--- config.mk ---
export PLATFORM = sky130hd
export DESIGN_NAME = clock_div_prog
export DESIGN_NICKNAME = d
export VERILOG_FILES = /design/src/rtl/clock_div_prog.sv
export SDC_FILE = /design/constraint.sdc
export NUM_CORES = 1
export LEC_CHECK = 0
export CORE_MARGIN = 2
export CORE_UTILIZATION = 55
export DETAILED_ROUTE_END_ITERATION = 10
export GPL_ROUTABILITY_DRIVEN = 0
export PLACE_DENSITY = 0.8
export SKIP_LAST_GASP = 1
export SYNTH_ARGS = -nofsm -noshare
export SYNTH_HDL_FRONTEND = slang
export SYNTH_SLANG_ARGS = --single-unit
--- constraint.sdc ---
create_clock -name clock -period 5.05 [get_ports clock]
set_clock_uncertainty 0.15 [all_clocks]
set_input_delay 0.505 -clock clock [delete_from_list [all_inputs] [get_ports clock]]
set_output_delay 0.505 -clock clock [all_outputs]
set_load 0.03 [all_outputs]
--- src/rtl/clock_div_prog.sv ---
// Multi-channel programmable clock divider: one synchronous counter per channel
// producing a registered divided clock, a last-cycle tick and boundary-synchronised divisor updates.
module clock_div_prog #(
  parameter int                CHANNELS    = 2,
  parameter int                WIDTH       = 17,
  parameter logic [WIDTH-1:0]  DEFAULT_DIV = 17'd100000
) (
  input  logic                        clock,
  input  logic                        reset,
  input  logic [CHANNELS-1:0]         enable,
  input  logic [CHANNELS*WIDTH-1:0]   divisor,
  input  logic [CHANNELS-1:0]         load,
  output logic [CHANNELS-1:0]         div_clock,
  output logic [CHANNELS-1:0]         tick,
  output logic [CHANNELS-1:0]         pending
);

  for (genvar c = 0; c < CHANNELS; c++) begin : g_ch
    logic [WIDTH-1:0] count_q, count_d;
    logic [WIDTH-1:0] active_q, active_d;
    logic [WIDTH-1:0] next_q, next_d;
    logic             pend_q, pend_d;
    logic             run_q, run_d;
    logic             clk_q, clk_d;
    logic             tick_q, tick_d;
    logic [WIDTH-1:0] n_eff, half, slice;
    logic             wrap;

    assign slice = divisor[c*WIDTH +: WIDTH];

    always_comb begin
      n_eff    = (active_q < WIDTH'(2)) ? WIDTH'(2) : active_q;
      half     = n_eff - (n_eff >> 1);
      wrap     = run_q && (count_q == n_eff - WIDTH'(1));
      count_d  = count_q;
      active_d = active_q;
      next_d   = next_q;
      pend_d   = pend_q;
      run_d    = run_q;
      clk_d    = 1'b0;
      tick_d   = 1'b0;
      if (!enable[c]) begin
        count_d = '0;
        run_d   = 1'b0;
        pend_d  = 1'b0;
        if (load[c]) active_d = slice;
      end else if (!run_q) begin
        run_d   = 1'b1;
        count_d = '0;
        clk_d   = 1'b1;
        if (load[c]) begin
          next_d = slice;
          pend_d = 1'b1;
        end
      end else if (wrap) begin
        // New period starts at count 0; a load on this edge takes effect immediately.
        count_d = '0;
        clk_d   = 1'b1;
        pend_d  = 1'b0;
        if (load[c])     active_d = slice;
        else if (pend_q) active_d = next_q;
      end else begin
        count_d = count_q + WIDTH'(1);
        clk_d   = (count_d < half);
        tick_d  = (count_d == n_eff - WIDTH'(1));
        if (load[c]) begin
          next_d = slice;
          pend_d = 1'b1;
        end
      end
    end

    always_ff @(posedge clock) begin
      if (!reset) begin
        count_q  <= '0;
        active_q <= DEFAULT_DIV;
        next_q   <= DEFAULT_DIV;
        pend_q   <= 1'b0;
        run_q    <= 1'b0;
        clk_q    <= 1'b0;
        tick_q   <= 1'b0;
      end else begin
        count_q  <= count_d;
        active_q <= active_d;
        next_q   <= next_d;
        pend_q   <= pend_d;
        run_q    <= run_d;
        clk_q    <= clk_d;
        tick_q   <= tick_d;
      end
    end

    assign div_clock[c] = clk_q;
    assign tick[c]      = tick_q;
    assign pending[c]   = pend_q;
  end

endmodule
# --- Word-level counts from Yosys, hierarchy flattened ---
# Cells that the tools add are included.
word_totals:
  latch_bits: 0
  ram_bits: 0
  n_memories: 0
  register_bits: 110
  rom_bits: 0
classes:
  div_mod_pow: 0
  addsub: 6
  mul: 0
  n_eq_ne: 12
  n_mux: 32
  shifts: 0
  reduce_logical: 12
  n_lt_le_gt_ge: 4
  n_bitwise: 5
ops:
  columns: ["cell", "count"]
  rows:
  - ["17-bit 2-to-1 mux", 20]
  - ["17-bit == test", 4]
  - ["17-bit by 1-bit adder with 17-bit output, second input constant", 2]
  - ["17-bit < comparator", 2]
  - ["17-bit by 2-bit < comparator with 1-bit output, second input constant", 2]
  - ["17-bit by 1-bit subtractor with 17-bit output, second input constant", 2]
  - ["17-bit by 16-bit subtractor with 17-bit output", 2]
  - ["1-bit 2-to-1 mux", 12]
  - ["2-bit by 1-bit inequality test with 1-bit output, second input constant", 4]
  - ["4-bit inequality test, second input constant", 2]
  - ["2-bit AND reduction", 4]
  - ["4-bit AND reduction", 2]
  - ["4-bit OR reduction", 2]
  - ["1-bit inverter", 5]
  - ["2-bit inequality test, second input constant", 2]
  - ["2-bit nonzero test", 2]
  - ["1-bit logical AND", 2]

# --- Logic depth before layout (Yosys ltp) ---
# Gate-level depths: netlist of the first run.
logic_depth:
  depth_word: 8
  depth_mapped: 24
  depth_no_buf: 24

# --- Worst setup path after synthesis of the first run ---
# Ideal clock, no wire load.
synth_path:
  kind: "register to register"
  start: "register g_ch[1].active_q[15]"
  end: "register g_ch[1].clk_q"
  period_less_slack_ps: 4518
  setup_time_ps: 91
  path_buffers: 0
  path_stages_with_launch: 22
  arrival_ps: 4277
  path_slack_ps: 532
  t_required_ps: 4809
  path_cell_list: "dfxtp_1 > inv_1 > ha_1 > nor4b_1 > and4_1 > a21oi_1 > inv_1 > ha_1 > fa_1 > o21ba_2 > nor2_1 > nor2_1 > xnor2_1 > ha_1 > a21o_1 > a2111oi_0 > o21ai_0 > a221o_1 > a21o_1 > a21oi_1 > o21ai_0 > a311oi_1"
synth_between:
  elab_chain_cells: 7
synth_rtl:
  columns: ["item", "line_no", "text"]
  rows:
  - ["start: declaration", "20", "logic [WIDTH-1:0] active_q, active_d;"]
  - ["start signal: assignment", "84", "active_q <= active_d;"]
  - ["17-bit by 2-bit < comparator with 1-bit output", "32", "n_eff = (active_q < WIDTH'(2)) ? WIDTH'(2) : active_q;"]
  - ["17-bit 2-to-1 mux (*)", "32", null]
  - ["parallel branches: the longest is 3 deep, another holds 17-bit by 16-bit subtractor with 17-bit output", null, null]
  - ["1-bit 2-to-1 mux (*)", "55", "end else if (wrap) begin"]
  - ["1-bit 2-to-1 mux (*)", "47", "end else if (!run_q) begin"]
  - ["end signal: assignment", "88", "clk_q <= clk_d;"]
  - ["end: declaration", "24", "logic clk_q, clk_d;"]
# Mark *: on every way between the ends.
# A chain may end at the register's enable or synchronous reset.

# --- Final worst setup path of the first run ---
layout_path:
  start: "register g_ch[0].active_q[9]"
  end: "register g_ch[0].clk_q"
layout_between:
  elab_chain_cells: 7
layout_rtl:
  columns: ["item", "line_no"]
  rows:
  - ["start: declaration", "20"]
  - ["start signal: assignment", "84"]
  - ["17-bit by 2-bit < comparator with 1-bit output", "32"]
  - ["17-bit 2-to-1 mux (*)", "32"]
  - ["parallel branches: the longest is 3 deep, another holds 17-bit by 16-bit subtractor with 17-bit output", null]
  - ["1-bit 2-to-1 mux (*)", "55"]
  - ["1-bit 2-to-1 mux (*)", "47"]
  - ["end signal: assignment", "88"]
  - ["end: declaration", "24"]
# Marked as above.

==> results of run 1 <==
[stage by stage]
stage | instances | total power [mW] | hold WS [ns] | instance area (sq um) | worst slack, ns
finish | 1373 | 2.46 | 0.312 | 10500 | 0.297
detailed placement | 1356 | 1.69 | 0.299 | 10100 | 0.00942
global route | 1373 | 2.57 | 0.339 | 10500 | -0.00568
floorplan | 1143 | 1.51 | 0.284 | 9520 | 0.532
global placement | 1356 | 1.67 | 0.292 | 10100 | 0.286
CTS | 1372 | 2.44 | 0.316 | 10400 | 0.130
[cell usage in the layout (no fill, tap or decap), types with 33 or more instances in the layout]
cell and instances:
a21oi_1 50, mux2i_1 54, nand3_1 35, xor2_1 46
o21ai_0 33, ha_1 104, nand2_1 77, clkdlybuf4s50_1 44
xnor2_1 96, dfxtp_1 108, nor2_1 59, inv_1 89
[critical path, delay by kind of cell, from the launching register on]
| kind | cells | cell delay (ns) |
|---|---|---|
| compound gates | 10 | 1.78 |
| fa+ha+maj | 2 | 0.77 |
| flops | 1 | 0.33 |
| simple gates | 6 | 1.39 |
| buf+inv | 1 | 0.12 |
| xor+xnor | 1 | 0.14 |
[power by group]
part	internal, mW	switching [mW]
combinational	0.339	0.419
sequential	0.903	0.0339
clock	0.361	0.400
total	1.60	0.852
[registers in the layout (all words and copies together), names as in the netlist]
name / cells
g_ch.active_q: 34
g_ch.clk_q: 2
g_ch.count_q: 34
g_ch.next_q: 34
g_ch.pend_q: 2
g_ch.run_q: 2
g_ch.tick_q: 2
[final cells by class]
class	instances	area, sq um	area share [%]
multi-input cells	860	6670	63.8
flip-flops and latches	110	2200	21.1
repair buffers	72	648	6.20
inverters	90	338	3.23
well taps	225	282	2.69
clock buffers	9	225	2.15
clock inverters	7	91.3	0.874
[kinds of logic (layout without fill, tap and decap cells)]
kind of cell	count (synthesis)	in the layout	synth area share [%]
AOI/OAI and AO/OA	225	225	17.1
xor gates and xnor gates	150	150	15.0
adders and majority gates	106	106	14.1
buffers and inverters	173	178	7.33
DFF	110	110	23.1
muxes	55	55	5.80
and+or+nand+nor	324	324	17.6
[layer usage]
metal,wire [um],GRT usage (%),vias to the layer above,part of all wire (%)
met5,0,0,-,0
met4,491,7.29,0,2.1
met3,1370,3.82,37,5.8
met2,10800,41.2,268,46
met1,10900,35.3,3838,46
li1,-,-,4028,-
[path summary, 6_finish.rpt]
check / start / to / slack (ns) / depth (start not counted)
max: g_ch[0].active_q[9] / g_ch[0].clk_q / 0.30 / 20
min: g_ch[1].next_q[14] / g_ch[1].next_q[14] / 0.31 / 2
max reg2reg: g_ch[0].active_q[9] / g_ch[0].clk_q / 0.30 / 20
min reg2reg: g_ch[1].next_q[14] / g_ch[1].next_q[14] / 0.31 / 2
[what timing repair did]
item,4_1_cts,5_1_grt
resized for setup,1,12
pin swaps,0,2
endpoints found under the setup margin,1,2
setup buffers,0,1
==> impl_metrics.csv, run 1 <==
group,metric,value,unit
cells_and_area,nets,1289,
floorplan,num_rows,48,
critical_path,crit_fanout,3,
timing,fin_crit_sh,94.1,%
floorplan,initial_core_util,55.6,%
synth,synth_top_cell_area_share,23.1,%
clock_tree,cts_buffers,9,
global_routing,grt_use_total,25.5,%
placement,dp_hpwl,18300,um
critical_path,path_class,"register to register",
floorplan,dieArea,18400,sq um
route,ant_nets,0,
route,wire_per_inst,17.2,um
clock_tree,clockBufferDepth,2,
synth,ys_ff_latch,110,
cells_and_area,areaGrowthSynthToFinish,9.80,%
synth,async_reset_ff_share,0,%
synth,syn_nets,1289,
global_routing,antenna_found_initial,0,
cells_and_area,post-route-util,61.1,%
timing,slew_violations,0,
route,drc_errors,0,
route,drt_iter0_drc,672,
global_routing,grt_pass1_wl,37600,um
clock_tree,cts-root-buf,"clkbuf_16",
global_routing,grt_pass1_vias,7540,
timing,tns,0,ns
timing,tightestPinTransition,1.13,ns
cells_and_area,fillers,1484,
synth,synth_area_per_cell,8.33,sq um
clock_tree,clk_pin_slew,0.09,ns
cells_and_area,drive_gt1_share,6.01,%
synth,yosysMostFrequentCell,"dfxtp_1",
floorplan,pin_count,46,
pwr,total_leakage_power,4.60,nW
min_path,holdCritPathClass,"register to register",
route,via_count,8171,
clock_tree,cts.sinks,110,
pwr,powerDensity,235,nW/um^2
route,dr.pass1.iters,5,
placement,port_buffers,45,
global_routing,grt_start_max_net_pins,42,
floorplan,die_y,136,um
timing,fmax,210,MHz
synth,yosys.area.top_type,"dfxtp_1",
critical_path,worstSetupStartpointType,"register",
critical_path,cp.required,5.19,ns
synth,ys_warn_count,0,
critical_path,critical_path.max_stage_delay,0.49,ns
clock_tree,htreeDepth,3,
floorplan,die_x,136,um
pwr,ir_drop,0.195,mV
outcome,status,"finished clean",
synth,synth_cell_types,74,
timing,setup_violations,0,
synth,ys.flop_type,"dfxtp_1",
route,routed_via_density,5.95,
clock_tree,worst_skew_pair.late_latency,0.37,ns
critical_path,worst_setup_path_end_kind,"register",
floorplan,core-area,17100,sq um
critical_path,worstPathArrival,4.89,ns
route,drt_wl_total,23600,um
synth,synthTopCellsByCount,"dfxtp_1 (110), ha_1 (104), xnor2_1 (96)",
run,max-cap-violations,0,
critical_path,cp_cell_sequence,"nor4_1, nand4_1, nand2b_1, inv_1, fa_1, o21ba_2, o311ai_4, nand4_1, nand3_1, a41oi_1, o21bai_1, a21oi_1, xor2_1, ha_1, and4_1, o211ai_1, a21oi_1, a2111oi_2, o31ai_1, a21boi_1",
global_routing,grt-ovfl-total,0,
clock_tree,tritoncts,"built",
synth,synth-edff-count,0,
clock_tree,ctsHoldBuffers,0,
timing,min_period,4.75,ns
timing,hold_viol,0,
timing,relSlewSlack,24.1,%
synth,syn_inst,1143,
synth,yosysSeqAreaShare,23.1,%
cells_and_area,diodes,0,
critical_path,critPathSlowestCell,"fa_1",
synth,synthTopCellsByArea,"dfxtp_1 (23%), ha_1 (14%), xnor2_1 (8.8%), mux2i_1 (5.7%), xor2_1 (4.2%)",
synth,syn-cell-area,9520,sq um
No activity file was read; power rests on OpenSTA's default activity.
==> inputs of run 2 (changes only) <==
HOLD_SLACK_MARGIN = 0.15   (was unset)
==> results of run 2 <==
No change in the layout: final DEF, timing and power equal those of run 1.
==> inputs of run 3 (changes only) <==
ABC_AREA = 1   (was unset)
CTS_BUF_LIST = sky130_fd_sc_hd__clkbuf_2 sky130_fd_sc_hd__clkbuf_4 sky130_fd_sc_hd__clkbuf_8   (was unset)
clock period = 4.38 ns   (was 5.05 ns; I/O delays follow)
==> run 3 against run 2 <==
Against the previous run:
- critical path depth increased by 4
- hold slack better by 0.0083 ns
- combinational power grew 26%
- setup slack lost 0.17 ns
- via count increased by 21%
- non-clock buffer count is 14 lower
- clock-buffer cell count did not move
- flip-flop and latch count stayed put
- sequential power is 16% higher
- wire length rose by 8.4%
- critical path type unchanged
- largest power group unchanged
- highest routed layer unchanged
==> impl_metrics.csv, run 3 <==
group,metric,value,unit
route,dr.pass1.iters,5,
pwr,ir_drop,0.175,mV
timing,fin_ws,0.128,ns
synth,yosysMostFrequentCell,"nand2_1",
placement,place_ws,0.0665,ns
floorplan,dieArea,19800,sq um
clock_tree,tritoncts,"built",
cells_and_area,fillers,1769,
clock_tree,clk_pin_slew,0.12,ns
timing,tns,0,ns
min_path,holdCritPathClass,"register to register",
timing,tightestPinTransition,0.793,ns
global_routing,grt_pass1_vias,8813,
clock_tree,cts_buffers,9,
critical_path,crit_fanout,4,
route,ant_nets,0,
global_routing,grt-ovfl-total,0,
critical_path,regToRegStartpoint,"g_ch[0].active_q[16]",
min_path,hold_start,"g_ch[0].next_q[5]",
synth,synthTopCellsByCount,"nand2_1 (390), inv_1 (200), nor2_1 (198)",
cells_and_area,final_cell_mix,"nand2_1 (390), inv_1 (200), nor2_1 (198)",
synth,synth_area_per_cell,6.45,sq um
global_routing,antenna_found_initial,1,
critical_path,worstRegToRegCells,24,
critical_path,cp.required,4.52,ns
timing,hold-worst-slack,0.320,ns
critical_path,crit_top_cell,"nand2_1",
synth,synthTopCellsByArea,"dfxtp_1 (21%), nand2_1 (14%), ha_1 (13%), inv_1 (7.3%), nor2_1 (7.2%)",
synth,synth-edff-count,0,
synth,async_reset_ff_share,0,%
synth,synth_cell_types,46,
cells_and_area,design_area,10900,sq um
synth,syn-cell-area,10300,sq um
critical_path,path_class,"register to register",
placement,placed_cells,1805,
synth,yosysSeqAreaShare,21.5,%
synth,ys_warn_count,0,
clock_tree,worst_skew_pair.late_latency,0.41,ns
critical_path,worstPathArrival,4.39,ns
floorplan,die_x,141,um
outcome,status,"finished clean",
placement,dp_hpwl,20500,um
timing,setup_violations,0,
critical_path,critical-path-top-delay-family,"compound AO/OA/AOI/OAI gates",
floorplan,die_y,141,um
pwr,powerDensity,245,nW/um^2
synth,yosys.area.top_type,"dfxtp_1",
synth,synth_top_cell_area_share,21.5,%
synth,syn_inst,1590,
min_path,hold_end,"g_ch[0].next_q[5]",
global_routing,grt_use_total,25.8,%
route,drt_wl_total,25600,um
timing,hold_viol,0,
critical_path,cp_cell_sequence,"inv_1, ha_1, nand2_1, nor2_2, nand2_4, nand2_1, inv_1, fa_1, o21ai_1, nand2_1, a22oi_1, a21boi_0, inv_1, nand2_1, nand2_1, a21boi_0, o21ai_0, xor2_1, ha_1, nand2_1, nor2_1, nand4_1, o311ai_0, a31oi_1",
critical_path,worstSetupStartpointType,"register",
run,max-cap-violations,0,
critical_path,worst_setup_path_end_kind,"register",
cells_and_area,largest_registers,"g_ch.active_q x34, g_ch.count_q x34, g_ch.next_q x34",
critical_path,critPathSlowestCell,"fa_1",
critical_path,critical_path.max_stage_delay,0.47,ns
route,drt_iter0_drc,728,
pwr,total_leakage_power,5.45,nW
synth,ys_ff_latch,110,
synth,syn_nets,1736,
route,routed_via_density,5.45,
timing,relSlewSlack,47.0,%
cells_and_area,layout_commonest_cell,"nand2_1",
synth,ys.flop_type,"dfxtp_1",
timing,fin_crit_sh,97.1,%
timing,fmax,235,MHz
clock_tree,post-cts-setup-buffers,0,
floorplan,initial_core_util,56.5,%
placement,postPlaceCellArea,10700,sq um
global_routing,grt_pass1_wl,41800,um
floorplan,pin_count,46,
cells_and_area,nets,1733,
cells_and_area,final_cell_count_no_fill,1821,
timing,min_period,4.25,ns
clock_tree,cts-root-buf,"clkbuf_8",
cells_and_area,drive_gt1_share,5.09,%
cells_and_area,areaGrowthSynthToFinish,6.08,%
clock_tree,clockBufferDepth,2,
clock_tree,cts.sinks,110,
global_routing,grt_start_max_net_pins,37,
critical_path,cp_num_buf_inv,3,
cells_and_area,post-route-util,59.9,%
critical_path,ff2ff_setup_slack,0.13,ns
route,drc_errors,0,
min_path,hold_path_depth,2,
timing,slew_violations,0,
critical_path,r2r-end,"g_ch[0].clk_q",
timing,rsz0062_at_grt,"true",
pwr,power.total,2.67,mW
clock_tree,htreeDepth,3,
route,via_count,9924,
floorplan,core-area,18100,sq um
floorplan,num_rows,49,
route,wire_per_inst,14.0,um
placement,port_buffers,45,
==> run 3: cell count changes in the layout (fill, tap and decap cells not counted), moves of 22 or more <==
cell,delta
and3_1,-22
inv_1,+111
mux2i_1,-32
nand2_1,+313
nand3_1,+79
nor2_1,+139
nor2b_1,-26
o21ai_0,+44
xnor2_1,-79
==> run 3: logic make-up after synthesis <==
group                    Yosys count  share of synthesized area [%]
XOR/XNOR                          86                           7.48
AND/OR/NAND/NOR                  804                           34.4
multiplexers                      22                           2.15
flip-flops                       110                           21.5
AO/OA/AOI/OAI                    186                           9.96
buffers and inverters            276                           11.5
adder cells (fa/ha/maj)          106                           13.1
==> run 3: worst reg2reg max path: stages, from the launching register on <==
cell and delay (ns):
dfxtp_1 0.34, inv_1 0.08, ha_1 0.14, nand2_1 0.06
nor2_2 0.17, nand2_4 0.09, nand2_1 0.11, inv_1 0.10
fa_1 0.47, o21ai_1 0.22, nand2_1 0.07, a22oi_1 0.21
a21boi_0 0.22, inv_1 0.09, nand2_1 0.05, nand2_1 0.08
a21boi_0 0.12, o21ai_0 0.21, xor2_1 0.09, ha_1 0.30
nand2_1 0.05, nor2_1 0.12, nand4_1 0.13, o311ai_0 0.34
a31oi_1 0.13
==> run 3: routing by layer <==
metal / GRT usage (%) / up-vias / wire [um]
li1: - / 5059 / -
met2: 39.3 / 369 / 10700
met4: 7.68 / 0 / 501
met3: 4.48 / 38 / 2250
met1: 37.2 / 4458 / 12100
met5: 0 / - / 0
==> run 3: worst max path at each step <==
stage	slack, ns	cells past startpoint	endpoint	start
3_5_place_dp	0.07	24	g_ch[0].clk_q	g_ch[0].active_q[16]
3_3_place_gp	0.19	24	g_ch[0].clk_q	g_ch[0].active_q[16]
4_1_cts	0.05	24	g_ch[0].clk_q	g_ch[0].active_q[16]
2_1_floorplan	0.29	25	g_ch[0].clk_q	g_ch[0].active_q[15]
5_1_grt	-0.24	24	g_ch[0].clk_q	g_ch[0].active_q[16]
6_report	0.13	24	g_ch[0].clk_q	g_ch[0].active_q[16]
==> run 3: area by class of cell <==
| type | count | area [sq um] | area share [%] |
|---|---|---|---|
| clock buffer | 9 | 124 | 1.14 |
| tap | 229 | 287 | 2.63 |
| inverter | 204 | 766 | 7.04 |
| sequential | 110 | 2200 | 20.3 |
| multi-input combinational | 1204 | 6900 | 63.4 |
| clock inverter | 6 | 53.8 | 0.495 |
| timing repair buffer | 58 | 543 | 4.99 |
| antenna | 1 | 2.50 | 0.0230 |
==> run 3: repair_timing <==
action | CTS | global route
setup endpoints to repair | 0 | 23
endpoints found under the hold margin | 0 | 0
gates resized for setup | 0 | 8
hold buffers | 0 | 0
==> run 3: where the power goes <==
group | leakage (nW) | internal (mW) | switching (mW) | total [mW]
Combinational | 4.45 | 0.366 | 0.591 | 0.956
Sequential | 0.902 | 1.05 | 0.0431 | 1.09
Clock | 0.0939 | 0.217 | 0.405 | 0.622
